`config.mk`:
```
export PLATFORM = sky130hd
export DESIGN_NAME = reg_wr_seq
export DESIGN_NICKNAME = d
export VERILOG_FILES = /design/src/rtl/reg_wr_seq.sv
export SDC_FILE = /design/constraint.sdc
export NUM_CORES = 1
export LEC_CHECK = 0
export BUFFER_PORTS_ARGS = -buffer_cell sky130_fd_sc_hd__buf_2
export CORE_MARGIN = 8
export CORE_UTILIZATION = 56
export DETAILED_ROUTE_END_ITERATION = 16
export PLACE_DENSITY = 0.91
export SYNTH_ARGS = -nofsm -noshare
export SYNTH_HDL_FRONTEND = slang
export SYNTH_SLANG_ARGS = --single-unit
export TNS_END_PERCENT = 30
```
`constraint.sdc`:
```
create_clock -name clk -period 1.94 [get_ports clk]
set_input_delay 0.097 -clock clk [delete_from_list [all_inputs] [get_ports clk]]
set_output_delay 0.097 -clock clk [all_outputs]
set_load 0.02 [all_outputs]
```
`src/rtl/reg_wr_seq.sv`:
```
// reg_wr_seq -- register write sequencer feeding a 3-to-8 register-enable decoder.
//
// Accepts write requests over a valid/ready handshake and queues them in a
// small circular FIFO. Each request is replayed as a timed bus cycle
// (SETUP -> STROBE x STROBE_CYC -> HOLD), so Addr/Data are stable for a full
// cycle on each side of WR. Completed writes are counted in wr_count.
//
// Optional feature macro: REG_WR_SEQ_MASK_EN
//   defined   : wr_mask records one bit per address written since mask_clr
//   undefined : wr_mask is tied to 8'h00 and mask_clr is ignored
//
// Ports:
//   clk        in   clock, rising edge
//   rst        in   asynchronous active-high reset
//   req_valid  in   write request present
//   req_addr   in   [2:0] target register index
//   req_data   in   [DW-1:0] write data
//   req_ready  out  FIFO can accept a request (from registered state only)
//   Addr       out  [2:0] registered decoder address
//   Data       out  [DW-1:0] registered write data
//   WR         out  registered write strobe, active-high
//   busy       out  FSM not idle or FIFO non-empty
//   wr_count   out  [15:0] completed writes, wraps
//   mask_clr   in   clear wr_mask on the next edge
//   wr_mask    out  [7:0] per-address written flags
module reg_wr_seq #(
  parameter int DW         = 8,
  parameter int DEPTH      = 4,
  parameter int STROBE_CYC = 1
) (
  input  logic          clk,
  input  logic          rst,
  input  logic          req_valid,
  input  logic [2:0]    req_addr,
  input  logic [DW-1:0] req_data,
  output logic          req_ready,
  output logic [2:0]    Addr,
  output logic [DW-1:0] Data,
  output logic          WR,
  output logic          busy,
  output logic [15:0]   wr_count,
  input  logic          mask_clr,
  output logic [7:0]    wr_mask
);

  localparam int AW = $clog2(DEPTH);
  localparam int PW = AW + 1;
  localparam int CW = (STROBE_CYC > 1) ? $clog2(STROBE_CYC) : 1;
  localparam int EW = DW + 3;
  localparam logic [CW-1:0] CNT_LOAD = CW'(STROBE_CYC - 1);

  typedef enum logic [1:0] {
    IDLE   = 2'd0,
    SETUP  = 2'd1,
    STROBE = 2'd2,
    HOLD   = 2'd3
  } state_t;

  state_t        state;
  logic [CW-1:0] cnt;
  logic [PW-1:0] wr_ptr;
  logic [PW-1:0] rd_ptr;
  logic [EW-1:0] mem [DEPTH];
  logic [EW-1:0] head;
  logic          full;
  logic          empty;
  logic          push;
  logic          pop;

  // Pointers carry one extra wrap bit to tell full from empty.
  assign full      = (wr_ptr[AW-1:0] == rd_ptr[AW-1:0]) && (wr_ptr[AW] != rd_ptr[AW]);
  assign empty     = (wr_ptr == rd_ptr);
  assign req_ready = !full;
  // A push is gated only by full, so a pop on the same edge never frees a slot early.
  assign push      = req_valid && !full;
  // Pops happen only where Addr/Data are allowed to change: IDLE and HOLD.
  assign pop       = ((state == IDLE) || (state == HOLD)) && !empty;
  assign busy      = (state != IDLE) || !empty;
  assign head      = mem[rd_ptr[AW-1:0]];

  // FIFO storage write port; contents need no reset since pointers gate validity.
  always_ff @(posedge clk) begin
    if (push) begin
      mem[wr_ptr[AW-1:0]] <= {req_addr, req_data};
    end
  end

  // FIFO read/write pointers.
  always_ff @(posedge clk or posedge rst) begin
    if (rst) begin
      wr_ptr <= {PW{1'b0}};
      rd_ptr <= {PW{1'b0}};
    end else begin
      if (push) begin
        wr_ptr <= wr_ptr + PW'(1);
      end
      if (pop) begin
        rd_ptr <= rd_ptr + PW'(1);
      end
    end
  end

  // Bus-cycle FSM with registered Addr/Data/WR and the completed-write counter.
  always_ff @(posedge clk or posedge rst) begin
    if (rst) begin
      state    <= IDLE;
      cnt      <= {CW{1'b0}};
      Addr     <= 3'd0;
      Data     <= {DW{1'b0}};
      WR       <= 1'b0;
      wr_count <= 16'd0;
    end else begin
      case (state)
        IDLE: begin
          WR <= 1'b0;
          if (pop) begin
            Addr  <= head[EW-1:DW];
            Data  <= head[DW-1:0];
            state <= SETUP;
          end
        end
        SETUP: begin
          WR    <= 1'b1;
          cnt   <= CNT_LOAD;
          state <= STROBE;
        end
        STROBE: begin
          if (cnt == {CW{1'b0}}) begin
            WR    <= 1'b0;
            state <= HOLD;
          end else begin
            cnt <= cnt - CW'(1);
          end
        end
        HOLD: begin
          WR       <= 1'b0;
          wr_count <= wr_count + 16'd1;
          // Back-to-back: go straight to SETUP with the next entry.
          if (pop) begin
            Addr  <= head[EW-1:DW];
            Data  <= head[DW-1:0];
            state <= SETUP;
          end else begin
            state <= IDLE;
          end
        end
        default: begin
          WR    <= 1'b0;
          state <= IDLE;
        end
      endcase
    end
  end

`ifdef REG_WR_SEQ_MASK_EN
  logic [7:0] mask_set;
  logic [7:0] mask_next;

  // Set bit is OR-ed after the clear so a same-edge set survives a clear.
  always_comb begin
    mask_set  = (state == HOLD) ? (8'h01 << Addr) : 8'h00;
    mask_next = (mask_clr ? 8'h00 : wr_mask) | mask_set;
  end

  // Written-address mask register.
  always_ff @(posedge clk or posedge rst) begin
    if (rst) begin
      wr_mask <= 8'h00;
    end else begin
      wr_mask <= mask_next;
    end
  end
`else
  logic unused_mask_clr;

  assign unused_mask_clr = mask_clr;
  assign wr_mask         = 8'h00;
`endif

endmodule

```
# Yosys cells after proc, flatten, opt, wreduce, memory -nomap -nowiden

Memories as Yosys holds them, arrays and structs flattened. A register that Yosys moved wholly into a read port is not among the register bits.
Index checks and enable logic that the tools add are counted.

Flip-flop bits (word level): 26
Memory bits (writable): 44
Input port bits: 15
Output and inout port bits: 38
Word-level logic and storage cells: 42
Memories kept: 1

Memories:

| name | words | bits a word | read ports | clocked after memory_dff | write ports | line | source |
|---|---|---|---|---|---|---|---|
| mem  | 4     | 11          | 1          | 1                        | 1           | 63   | `logic [EW-1:0] mem [DEPTH];` |

$add $sub $neg: 4
Eq/ne operators: 8
Mux-type cells: 10
Reduce and logical (&&, ||, !) cells: 13

Operator list:

| cell                    | count |
|---|---|
| $add A16 B1 Y16 const B | 1 |
| $pmux W2 S4             | 1 |
| $add A3 B1 Y3 const B   | 2 |
| $mux W1                 | 5 |
| $eq A2 B2 Y1 const B    | 2 |
| $mux W2                 | 2 |
| $ne A2 B2 Y1 const B    | 2 |
| $reduce_and A2 Y1       | 2 |
| $reduce_bool A2 Y1      | 2 |
| $eq A3 B3 Y1            | 1 |
| $logic_and A1 B1 Y1     | 3 |
| $pmux W1 S3             | 1 |
| $eq A2 B1 Y1 const B    | 1 |
| $eq A2 B2 Y1            | 1 |
| $logic_not A1 Y1        | 2 |
| $logic_not A2 Y1        | 1 |
| $logic_or A1 B1 Y1      | 2 |
| $pmux W1 S2             | 1 |
| $reduce_or A2 Y1        | 1 |
| $ne A1 B1 Y1            | 1 |
| $sub A1 B1 Y1 const B   | 1 |

# Logic depth before layout (Yosys ltp)

Gate-level depths: netlist of run 1.

Word-level depth: 6
Mapped depth: 6
Depth with buffers taken out: 5

# Worst setup path before layout of run 1

Ideal clock, no wire load.

Path type: register to register
Start: register wr_ptr[2]
End: memory mem[3][0] in the netlist's numbering (enable)
Library setup time: 0.357 ns
Arrival: 1.351 ns
Data required time: 1.583 ns
Path slack: 0.232 ns
Stages on the path, launching flop included: 4
Path buffers: 0
Clock period less this slack: 1.708 ns
Path through: dfrtp_1 xnor2_1 o31a_1 and2_1

Longest elaborated chain between the ends: 6

RTL lines:

| item                          | line | source |
|---|---|---|
| start: declaration            | 61   | `logic [PW-1:0] wr_ptr;` |
| start signal: assignment      | 91   | `wr_ptr <= {PW{1'b0}};` |
| start signal: assignment      | 95   | `wr_ptr <= wr_ptr + PW'(1);` |
| $ne A1 B1 Y1                  | 71   | `assign full = (wr_ptr[AW-1:0] == rd_ptr[AW-1:0]) && (wr_ptr[AW] != rd_ptr[AW]);` |
| $logic_and A1 B1 Y1           | 71   |  |
| $logic_not A1 Y1              | 75   | `assign push = req_valid && !full;` |
| $logic_and A1 B1 Y1           | 75   |  |
| $mux W1                       | 83   | `if (push) begin` |
| $mux W1 (implied by the code) | 84   | `mem[wr_ptr[AW-1:0]] <= {req_addr, req_data};` |
| end: declaration              | 63   |  |

No other way between the ends.

# Worst setup path in the final report of run 1

Start: register wr_ptr[2]
End: memory mem[1][1] in the netlist's numbering (enable)

The elaborated chain is that of the path after synthesis.

==> results of run 1 <==
-- cell usage in the layout (no fill, tap or decap), types with 2 or more instances in the layout --
master                          Yosys  final
sky130_fd_sc_hd__a21oi_1            3      3
sky130_fd_sc_hd__and2_1             4      4
sky130_fd_sc_hd__and3_1             2      2
sky130_fd_sc_hd__buf_2              1     43
sky130_fd_sc_hd__buf_4              9      9
sky130_fd_sc_hd__clkbuf_8           0      9
sky130_fd_sc_hd__clkinvlp_4         0      2
sky130_fd_sc_hd__conb_1             1      8
sky130_fd_sc_hd__dfrtp_1           36     36
sky130_fd_sc_hd__dlygate4sd3_1      0     12
sky130_fd_sc_hd__edfxtp_1          44     44
sky130_fd_sc_hd__ha_1              10     10
sky130_fd_sc_hd__inv_1              5      5
sky130_fd_sc_hd__mux2_2             8      8
sky130_fd_sc_hd__mux2_4             4      4
sky130_fd_sc_hd__mux4_1             7      7
sky130_fd_sc_hd__mux4_2             4      4
sky130_fd_sc_hd__nand2_1            8      8
sky130_fd_sc_hd__nand3_1            5      5
sky130_fd_sc_hd__nand4_1            5      5
sky130_fd_sc_hd__nor2_1             4      4
sky130_fd_sc_hd__xnor2_1           13     13
sky130_fd_sc_hd__xnor2_2            2      2
sky130_fd_sc_hd__xor2_1            10     10
-- metal layers --
layer  track usage, %  part of all wire (%)  vias up
met3             6.47                   8.7        6
li1                 -                     -      848
met2             24.7                    51       65
met1             15.6                    39      900
met5                0                     0        -
met4             6.47                   1.3        0
-- critical path, delay by kind of cell (launching register included) --
family,cells,cell delay (ns)
xor+xnor,1,0.32
simple gates,1,0.18
compound gates,1,0.33
buf+inv,1,0.21
flops,1,0.43
-- cell families after synthesis --
family | count (synthesis)
AOI/OAI and AO/OA | 7
xor gates and xnor gates | 25
adders and majority gates | 10
buffers and inverters | 19
DFF | 80
muxes | 25
other | 1
and+or+nand+nor | 31
-- stage by stage --
stage	power, uW	hold slack (ns)
finish	6500	0.186
global route	6870	0.221
CTS	6540	0.186
detailed placement	5310	0.232
global placement	5180	0.231
floorplan	4620	0.196
-- worst max-delay path by stage --
stage,to,depth (start not counted),slack [ns]
2_1_floorplan,mem[3][0],3,0.23
3_3_place_gp,mem[3][9],4,0.24
6_report,mem[1][1],4,0.16
5_1_grt,mem[0][1],4,0.07
4_1_cts,mem[1][2],4,0.14
3_5_place_dp,mem[1][9],4,0.18
-- final cells by class --
class | count | area share, %
clock buffer | 9 | 3.09
multi-input combinational | 106 | 26.2
sequential | 80 | 55.4
clock inverter | 7 | 1.97
inverter | 5 | 0.468
tap | 75 | 2.34
timing repair buffer | 65 | 10.5
-- sequential cells by signal, summed over array words and instances (netlist names) --
| register | flops |
|---|---|
| Data | 8 |
| wr_ptr | 3 |
| Addr | 3 |
| wr_count | 16 |
| mem | 44 |
| rd_ptr | 3 |
| state | 2 |
| WR | 1 |
-- repair_timing --
item | in CTS | in global routing
hold endpoints to repair | 80 | 0
setup endpoints to repair | 0 | 0
hold buffers | 12 | 0
-- power by group through the flow --
stage | combinational (uW) | clock (uW) | sequential (uW)
floorplan | 1830 | 0 | 2800
CTS | 2670 | 1240 | 2620
global route | 2860 | 1320 | 2680
finish | 2640 | 1230 | 2630
detailed placement | 2650 | 0 | 2660
global placement | 2550 | 0 | 2630
==> flow_metrics.py, run 1 <==
metrics = {
    "cts": {
        "maximum_level_of_the_cts_h_tree": 3,
        "tritoncts": "yes",
        "cts.reportedPaths.clkPinSlew_ns": 0.08,
        "num_cts_buffers": 9,
        "ctsResizeCount": 0,
        "clk_root_buffer_cell": "sky130_fd_sc_hd__clkbuf_8",
        "clkLatencyLatePin_ns": 0.36,
        "cts.sinks": 80,
        "post_cts.repair.setup_buffers": 0,
        "cts_buffer_depth": 2,
    },
    "synth": {
        "synthTopCellsByCount": "sky130_fd_sc_hd__edfxtp_1, sky130_fd_sc_hd__dfrtp_1, sky130_fd_sc_hd__xnor2_1, sky130_fd_sc_hd__ha_1, sky130_fd_sc_hd__xor2_1",
        "largest_family_of_logic_cells_by_synthesized_area": "multiplexers",
        "syn_inst": 198,
        "synth-compound-area-share_pct": 1.67,
        "yosys_warnings": 0,
        "syn_avg_cell_area_um2": 17.1,
        "synth_seq_area_share_pct": 65.8,
        "synth.area.mux_share_pct": 13.2,
        "synth_adder_area_share_pct": 3.70,
        "synth_area_um2": 3380,
        "yosys.area.top_type_share_pct": 39.1,
        "netlist.top_cell.by_area": "sky130_fd_sc_hd__edfxtp_1",
        "synth.most_common_cell": "sky130_fd_sc_hd__edfxtp_1",
        "synth_top_cells_by_area": "sky130_fd_sc_hd__edfxtp_1, sky130_fd_sc_hd__dfrtp_1, sky130_fd_sc_hd__mux4_1, sky130_fd_sc_hd__ha_1, sky130_fd_sc_hd__xnor2_1",
        "postSynth.topFlopCell": "sky130_fd_sc_hd__edfxtp_1",
        "synth-seq-cells": 80,
        "synth_async_sr_flop_share_pct": 45.0,
        "yosys.area_share.simple_pct": 4.74,
        "synth_xor_xnor_area_share_pct": 6.92,
        "synth_edf_count": 44,
        "netlist-cell-type-count": 33,
    },
    "sta": {
        "setup_viol_count_final": 0,
        "part_of_the_cycle_the_worst_path_needs_pct": 91.8,
        "grt_setup_unrepaired": "no",
        "clock_skew_ns": 0.0123,
        "timing.fmax_mhz": 562,
        "drv_slew": 0,
        "postLayoutSetupSlackWorst_ns": 0.159,
        "fin_setup_tns_ns": 0,
        "hold_viol_final": 0,
        "min_period_ns": 1.78,
    },
    "min_path": {
        "worst_hold_path.num_cells": 3,
        "min-delay-path-class": "in -> reg",
        "hp-start": "req_valid",
        "min_to": "wr_ptr[0]",
    },
    "floorplanning": {
        "top_level_ports": 53,
        "die_width_um": 93.7,
        "starting_utilization_of_the_core_area_pct": 57.4,
        "rows": 28,
        "die_height_um": 93.7,
        "die-area_um2": 8780,
        "design.core.area_um2": 5890,
    },
    "power_and_ir_drop": {
        "power_switching_uw": 2260,
        "internal-power_uw": 4240,
        "power_leakage_uw": 0.00171,
        "ir_drop_v": 0.00110,
        "netSwitchingFraction_pct": 34.8,
        "clkPwrFrac_pct": 18.9,
        "p_per_area_nw_per_um2": 1620,
        "pwr-share-comb_pct": 40.7,
        "seq_power_share_pct": 40.4,
    },
    "cells_and_area": {
        "nets": 292,
        "ant_cells": 0,
        "area.growth.synth_to_final_pct": 18.7,
        "ff_latch_area_um2": 2220,
        "non_filler_cells_in_the_finished_layout": 347,
        "fill_cells": 394,
        "postLayoutCellArea_um2": 4010,
        "final_core_utilization_pct": 68.2,
        "fraction_of_final_layout_cells_with_drive_strength_greater_than_1_pct": 32.4,
        "multi_input_area_um2": 1050,
    },
    "setup_path": {
        "worst_reg2reg_setup_slack_ns": 0.16,
        "worst_path_class_setup": "reg -> reg",
        "rr_startpoint": "wr_ptr[2]",
        "crit_required_ns": 2.00,
        "path_cells": "xnor2_1, o31a_1, and2_1, buf_4",
        "critical-path-slowest-cell": "sky130_fd_sc_hd__dfrtp_1",
        "max_stage_delay_ns": 0.43,
        "r2r-end": "mem[1][1]",
        "worst-r2r-cell-count": 4,
        "end_kind": "flip-flop",
        "start_point_of_the_critical_path": "wr_ptr[2]",
        "critical_path_arrival_ns": 1.84,
        "critical_path_peak_fanout": 11,
        "crit_path_start_kind": "flip-flop",
    },
    "detailed_routing": {
        "drt_iter0_markers": 83,
        "drtAntennaViolNets": 0,
        "route.detailed.vias_per_inst": 5.24,
        "routed_wire_length_mm": 5.95,
        "drt-wirelength-per-cell_um": 17.1,
        "drt_first_pass_iters": 4,
        "drc_errors": 0,
        "vias": 1819,
    },
    "global_route": {
        "grt_max_degree": 37,
        "grtUsageTotal_pct": 14.7,
        "total_gr_overflow": 0,
        "grt_antenna_before_repair": 0,
        "grt_first_pass_wirelength_mm": 9.60,
        "first_global_vias": 1976,
    },
    "outcome": {
        "result_of_the_run": "finished clean",
    },
    "placed_design": {
        "placement.setup.worst_slack_ns": 0.178,
        "placed_cells_incl_taps": 319,
        "area_after_dpl_um2": 3690,
        "globalplace.congestion": 0.742,
        "place.detailed.hpwl_mm": 3.96,
        "portBuffers": 43,
    },
    "run": {
        "max_cap_viol_count": 0,
    },
}
No activity file was read; power rests on OpenSTA's default activity.
==> run 2: changes to the inputs <==
--- a/config.mk
+++ b/config.mk
@@ -7,9 +7,9 @@
 export LEC_CHECK = 0
 export BUFFER_PORTS_ARGS = -buffer_cell sky130_fd_sc_hd__buf_2
 export CORE_MARGIN = 8
-export CORE_UTILIZATION = 56
+export CORE_UTILIZATION = 40
 export DETAILED_ROUTE_END_ITERATION = 16
-export PLACE_DENSITY = 0.91
+export PLACE_DENSITY = 0.72
 export SYNTH_ARGS = -nofsm -noshare
 export SYNTH_HDL_FRONTEND = slang
 export SYNTH_SLANG_ARGS = --single-unit
==> flow_metrics.py, run 2 (synthesis gave the netlist of run 1 again) <==
metrics = {
    "detailed_routing": {
        "vias": 1797,
        "route.detailed.vias_per_inst": 4.75,
        "routed_wire_length_mm": 5.87,
        "drc_errors": 0,
        "drt_first_pass_iters": 4,
        "drt_iter0_markers": 61,
        "drtAntennaViolNets": 0,
        "drt-wirelength-per-cell_um": 15.5,
    },
    "setup_path": {
        "critical_path_peak_fanout": 12,
        "worst_path_class_setup": "reg -> reg",
        "crit_path_start_kind": "flip-flop",
        "crit_required_ns": 2.16,
        "end_kind": "flip-flop",
        "critical_path_arrival_ns": 1.89,
        "worst_reg2reg_setup_slack_ns": 0.27,
        "path_cells": "xor2_1, o31a_1, and2_1, buf_12, xor2_1",
        "rr_startpoint": "wr_ptr[1]",
        "worst-r2r-cell-count": 5,
        "worst_path_most_repeated_cell": "sky130_fd_sc_hd__xor2_1",
        "max_stage_delay_ns": 0.47,
        "critical-path-slowest-cell": "sky130_fd_sc_hd__dfrtp_1",
        "r2r-end": "wr_ptr[2]",
    },
    "cells_and_area": {
        "nets": 293,
        "layout.cells.most_common_list": "sky130_fd_sc_hd__edfxtp_1, sky130_fd_sc_hd__buf_2, sky130_fd_sc_hd__dfrtp_1, sky130_fd_sc_hd__xnor2_1, sky130_fd_sc_hd__dlygate4sd3_1",
        "fraction_of_final_layout_cells_with_drive_strength_greater_than_1_pct": 32.2,
        "final_common_cell": "sky130_fd_sc_hd__edfxtp_1",
        "ant_cells": 0,
        "non_filler_cells_in_the_finished_layout": 378,
        "largest_register_ff_count": 44,
        "area.growth.synth_to_final_pct": 20.4,
    },
    "cts": {
        "tritoncts": "yes",
        "num_cts_buffers": 9,
        "ctsResizeCount": 0,
        "maximum_level_of_the_cts_h_tree": 3,
        "cts.reportedPaths.clkPinSlew_ns": 0.09,
        "cts.sinks": 80,
        "clk_root_buffer_cell": "sky130_fd_sc_hd__clkbuf_8",
        "clkLatencyLatePin_ns": 0.35,
        "cts_buffer_depth": 2,
    },
    "sta": {
        "timing.fmax_mhz": 600,
        "min_period_ns": 1.67,
        "hold_viol_final": 0,
        "drv_slew": 0,
        "fin_setup_tns_ns": 0,
        "clock_skew_ns": 0.0118,
        "postLayoutSetupSlackWorst_ns": 0.273,
        "grt_setup_unrepaired": "no",
        "setup_viol_count_final": 0,
        "part_of_the_cycle_the_worst_path_needs_pct": 85.9,
        "fin_hold_ws_ns": 0.187,
    },
    "floorplanning": {
        "die_height_um": 108,
        "design.core.area_um2": 8220,
        "starting_utilization_of_the_core_area_pct": 41.1,
        "die-area_um2": 11600,
        "rows": 33,
        "die_width_um": 108,
        "top_level_ports": 53,
    },
    "global_route": {
        "grt_antenna_before_repair": 0,
        "first_global_vias": 1936,
        "grt_max_degree": 37,
        "total_gr_overflow": 0,
        "grt_first_pass_wirelength_mm": 9.38,
        "grtUsageTotal_pct": 10.6,
    },
    "placed_design": {
        "place.detailed.hpwl_mm": 4.01,
        "placed_cells_incl_taps": 350,
        "portBuffers": 43,
        "placement.setup.worst_slack_ns": 0.255,
        "globalplace.congestion": 0.718,
    },
    "min_path": {
        "worst_hold_path.num_cells": 3,
        "min_to": "wr_ptr[0]",
        "hp-start": "req_valid",
        "min-delay-path-class": "in -> reg",
    },
    "run": {
        "max_cap_viol_count": 0,
    },
    "power_and_ir_drop": {
        "p_per_area_nw_per_um2": 1580,
        "power_leakage_uw": 0.00172,
        "ir_drop_v": 0.000749,
    },
    "outcome": {
        "result_of_the_run": "finished clean",
    },
}
==> run 2: final cells by class <==
cell class              instances  area, um2
fillers                       698       4150
well taps                     105        131
clock buffers                   9        124
inverters                       5       18.8
clock inverters                 7       52.6
flip-flops and latches         80       2220
repair buffers                 66        468
multi-input cells             106       1050
==> run 2: how the worst max path moves through the flow <==
stage                    from         to  depth (start not counted)
floorplan           wr_ptr[2]  mem[3][0]                          3
global placement    wr_ptr[1]  mem[2][0]                          4
detailed placement  wr_ptr[1]  mem[2][6]                          4
CTS                 wr_ptr[1]  mem[2][2]                          4
global route        wr_ptr[0]  mem[2][2]                          4
finish              wr_ptr[1]  wr_ptr[2]                          5
==> run 2: per-stage QoR <==
stage               total power, uW  util [%]  area, um2
detailed placement             5400      45.9       3770
CTS                            6540      49.5       4070
floorplan                      4620         -       3410
finish                         6420      49.5       4070
global route                   6820      49.5       4070
global placement               5290      45.9       3770
==> run 2: per-layer routing <==
layer	track usage (%)	routed length, um	vias up
met1	11.2	2310	894
met3	3.77	414	5
met5	0	0	-
met4	5.35	66	0
li1	-	-	852
met2	18.4	3070	46
==> run 2: power breakdown <==
part / leakage (uW) / switching, uW / internal [uW]
sequential: 0.000853 / 292 / 2320
clock: 0.0000920 / 627 / 476
combinational: 0.000774 / 1310 / 1390
total: 0.00172 / 2230 / 4190
==> run 2: timing repair <==
item / CTS / global route
hold buffers: 12 / 0
endpoints found under the hold margin: 80 / 0
endpoints found under the setup margin: 0 / 0
setup buffers: 0 / 0
==> run 2: critical path, delay by kind of cell (launching register included) <==
kind,cells,cell delay (ns)
AOI/OAI and AO/OA,1,0.37
buffers and inverters,1,0.15
and+or+nand+nor,1,0.22
DFF,1,0.47
xor gates and xnor gates,2,0.32
==> run 3: changes to the inputs <==
--- a/config.mk
+++ b/config.mk
@@ -5,6 +5,7 @@
 export SDC_FILE = /design/constraint.sdc
 export NUM_CORES = 1
 export LEC_CHECK = 0
+export ABC_AREA = 1
 export BUFFER_PORTS_ARGS = -buffer_cell sky130_fd_sc_hd__buf_2
 export CORE_MARGIN = 8
 export CORE_UTILIZATION = 40
==> flow_metrics.py, run 3 <==
metrics = {
    "global_route": {
        "global_route.usage.met1_pct": 14.2,
        "grt_util_met3_pct": 2.87,
        "total_gr_overflow": 0,
        "grt_antenna_before_repair": 0,
        "grtUsageTotal_pct": 11.9,
        "gr-max-usage-layer": "met2",
        "first_global_vias": 2391,
        "met2_usage_pct": 19.7,
        "grt_max_degree": 37,
        "grt_first_pass_wirelength_mm": 11.1,
    },
    "synth": {
        "synth.most_common_cell": "sky130_fd_sc_hd__nand2_1",
        "synth_async_sr_flop_share_pct": 45.0,
        "netlist.top_cell.by_area": "sky130_fd_sc_hd__edfxtp_1",
        "postSynth.topFlopCell": "sky130_fd_sc_hd__edfxtp_1",
        "netlist-cell-type-count": 29,
        "yosys_warnings": 0,
        "synth_edf_count": 44,
        "synth-seq-cells": 80,
        "synth_seq_area_share_pct": 63.8,
        "synthTopCellsByCount": "sky130_fd_sc_hd__nand2_1, sky130_fd_sc_hd__edfxtp_1, sky130_fd_sc_hd__dfrtp_1, sky130_fd_sc_hd__nor2_1, sky130_fd_sc_hd__inv_1",
        "yosys.area.top_type_share_pct": 37.9,
        "syn_avg_cell_area_um2": 10.8,
        "synth_area_um2": 3480,
        "synth_top_cells_by_area": "sky130_fd_sc_hd__edfxtp_1, sky130_fd_sc_hd__dfrtp_1, sky130_fd_sc_hd__nand2_1, sky130_fd_sc_hd__nor2_1, sky130_fd_sc_hd__ha_1",
        "syn_inst": 323,
    },
    "setup_path": {
        "worst_path_class_setup": "reg -> reg",
        "critical_path_peak_fanout": 11,
        "worst_path_most_repeated_cell": "sky130_fd_sc_hd__nand2_2",
        "critPathTopFamily": "simple AND/OR/NAND/NOR gates",
        "crit_required_ns": 1.99,
        "end_kind": "flip-flop",
        "rr_startpoint": "wr_ptr[0]",
        "critical-path-slowest-cell": "sky130_fd_sc_hd__dfrtp_1",
        "worst-path-buf-inv": 2,
        "path_cells": "inv_1, nand2_1, nand2_2, nand4_2, nand2_2, nor2_1, buf_4",
        "max_stage_delay_ns": 0.41,
        "critical_path_arrival_ns": 1.63,
        "crit_path_start_kind": "flip-flop",
        "start_point_of_the_critical_path": "wr_ptr[0]",
    },
    "sta": {
        "fin_hold_ws_ns": 0.0196,
        "setup_viol_count_final": 0,
        "hold_viol_final": 0,
        "clock_skew_ns": 0.00649,
        "part_of_the_cycle_the_worst_path_needs_pct": 81.5,
        "fin_setup_tns_ns": 0,
        "drv_slew": 0,
        "timing.fmax_mhz": 633,
        "grt_setup_unrepaired": "no",
        "min_period_ns": 1.58,
    },
    "cts": {
        "num_cts_buffers": 9,
        "maximum_level_of_the_cts_h_tree": 3,
        "ctsResizeCount": 0,
        "clkLatencyLatePin_ns": 0.35,
        "clk_root_buffer_cell": "sky130_fd_sc_hd__clkbuf_8",
        "cts_buffer_depth": 2,
        "tritoncts": "yes",
        "cts.reportedPaths.clkPinSlew_ns": 0.08,
        "cts.sinks": 80,
    },
    "run": {
        "max_cap_viol_count": 0,
    },
    "min_path": {
        "hp-start": "req_valid",
        "min-delay-path-class": "in -> reg",
    },
    "detailed_routing": {
        "drtAntennaViolNets": 0,
        "vias": 2363,
        "drt_iter0_markers": 124,
        "routed_wire_length_mm": 6.75,
        "drc_errors": 0,
        "route.detailed.vias_per_inst": 4.71,
        "drt-wirelength-per-cell_um": 13.4,
        "drt_first_pass_iters": 4,
    },
    "placed_design": {
        "globalplace.congestion": 0.790,
        "placed_cells_incl_taps": 474,
        "place.detailed.hpwl_mm": 4.64,
        "portBuffers": 43,
    },
    "cells_and_area": {
        "final_common_cell": "sky130_fd_sc_hd__nand2_1",
        "fraction_of_final_layout_cells_with_drive_strength_greater_than_1_pct": 20.1,
        "final_core_utilization_pct": 48.1,
        "ant_cells": 0,
        "non_filler_cells_in_the_finished_layout": 502,
        "largest_register_ff_count": 44,
        "area.growth.synth_to_final_pct": 18.7,
        "nets": 414,
        "layout.cells.most_common_list": "sky130_fd_sc_hd__nand2_1, sky130_fd_sc_hd__edfxtp_1, sky130_fd_sc_hd__buf_2, sky130_fd_sc_hd__dfrtp_1, sky130_fd_sc_hd__nor2_1",
    },
    "power_and_ir_drop": {
        "p_per_area_nw_per_um2": 1490,
        "power.total_uw": 6140,
        "ir_drop_v": 0.000521,
        "power_leakage_uw": 0.00189,
    },
    "floorplanning": {
        "top_level_ports": 53,
        "die_width_um": 109,
        "die_height_um": 109,
        "starting_utilization_of_the_core_area_pct": 40.5,
        "design.core.area_um2": 8590,
        "die-area_um2": 12000,
        "rows": 34,
    },
    "outcome": {
        "result_of_the_run": "finished clean",
    },
}
[run 3: changes by cell type in the layout (fill, tap and decap cells not counted), sizes merged, moves of 12 or more]
cell   change
xnor2     -12
inv       +23
nor2      +32
nand2     +70
mux2      -13
o21ai     +25
[run 3: final timing paths]
check / to / slack (ns) / cells past startpoint
min in group asynchronous: wr_count[2] / 0.39 / 4
min: wr_ptr[1] / 0.02 / 3
max in group asynchronous: wr_count[15] / 1.23 / 4
max: mem[0][8] / 0.36 / 7
min reg2reg: Data[6] / 0.48 / 2
max reg2reg: mem[0][8] / 0.36 / 7
[run 3: routing by layer]
metal,vias up,wire length [um]
li1,1182,-
met1,1109,3030
met2,65,3110
met3,7,507
met4,0,103
met5,-,0
[run 3: cell type report]
| class | count | area [um2] |
|---|---|---|
| Multi-Input combinational cell | 205 | 1070 |
| Sequential cell | 80 | 2220 |
| Fill cell | 793 | 4460 |
| Clock inverter | 7 | 63.8 |
| Clock buffer | 9 | 124 |
| Tap cell | 108 | 135 |
| Inverter | 28 | 105 |
| Timing Repair Buffer | 65 | 410 |
[run 3: cells by family after synthesis]
logic type / share of synthesized area, %
adders and majority gates: 3.59
other: 0.108
and+or+nand+nor: 16.7
xor gates and xnor gates: 3.52
AOI/OAI and AO/OA: 6.11
DFF: 63.8
buffers and inverters: 6.14
[run 3: power breakdown]
part | internal (uW) | leakage (uW) | switching [uW]
sequential | 2290 | 0.000864 | 255
combinational | 819 | 0.000933 | 1630
clock | 491 | 0.0000899 | 656
[run 3: worst min-delay path, cell delays in order]
cell,delay [ns]
sky130_fd_sc_hd__buf_2,0.09
sky130_fd_sc_hd__nand3_1,0.07
sky130_fd_sc_hd__nand2_1,0.07
[run 3: stage by stage]
stage / setup WS, ns / cell area [um2]
final: 0.359 / 4130
after global routing: 0.214 / 4130
after CTS: 0.348 / 4130
after detailed placement: 0.370 / 3830
after global placement: 0.411 / 3830
after floorplan: 0.129 / 3510
[run 3: repair_timing]
action | 4_1_cts | 5_1_grt
setup buffers | 0 | 0
hold buffers | 12 | 0
endpoints found under the hold margin | 80 | 0
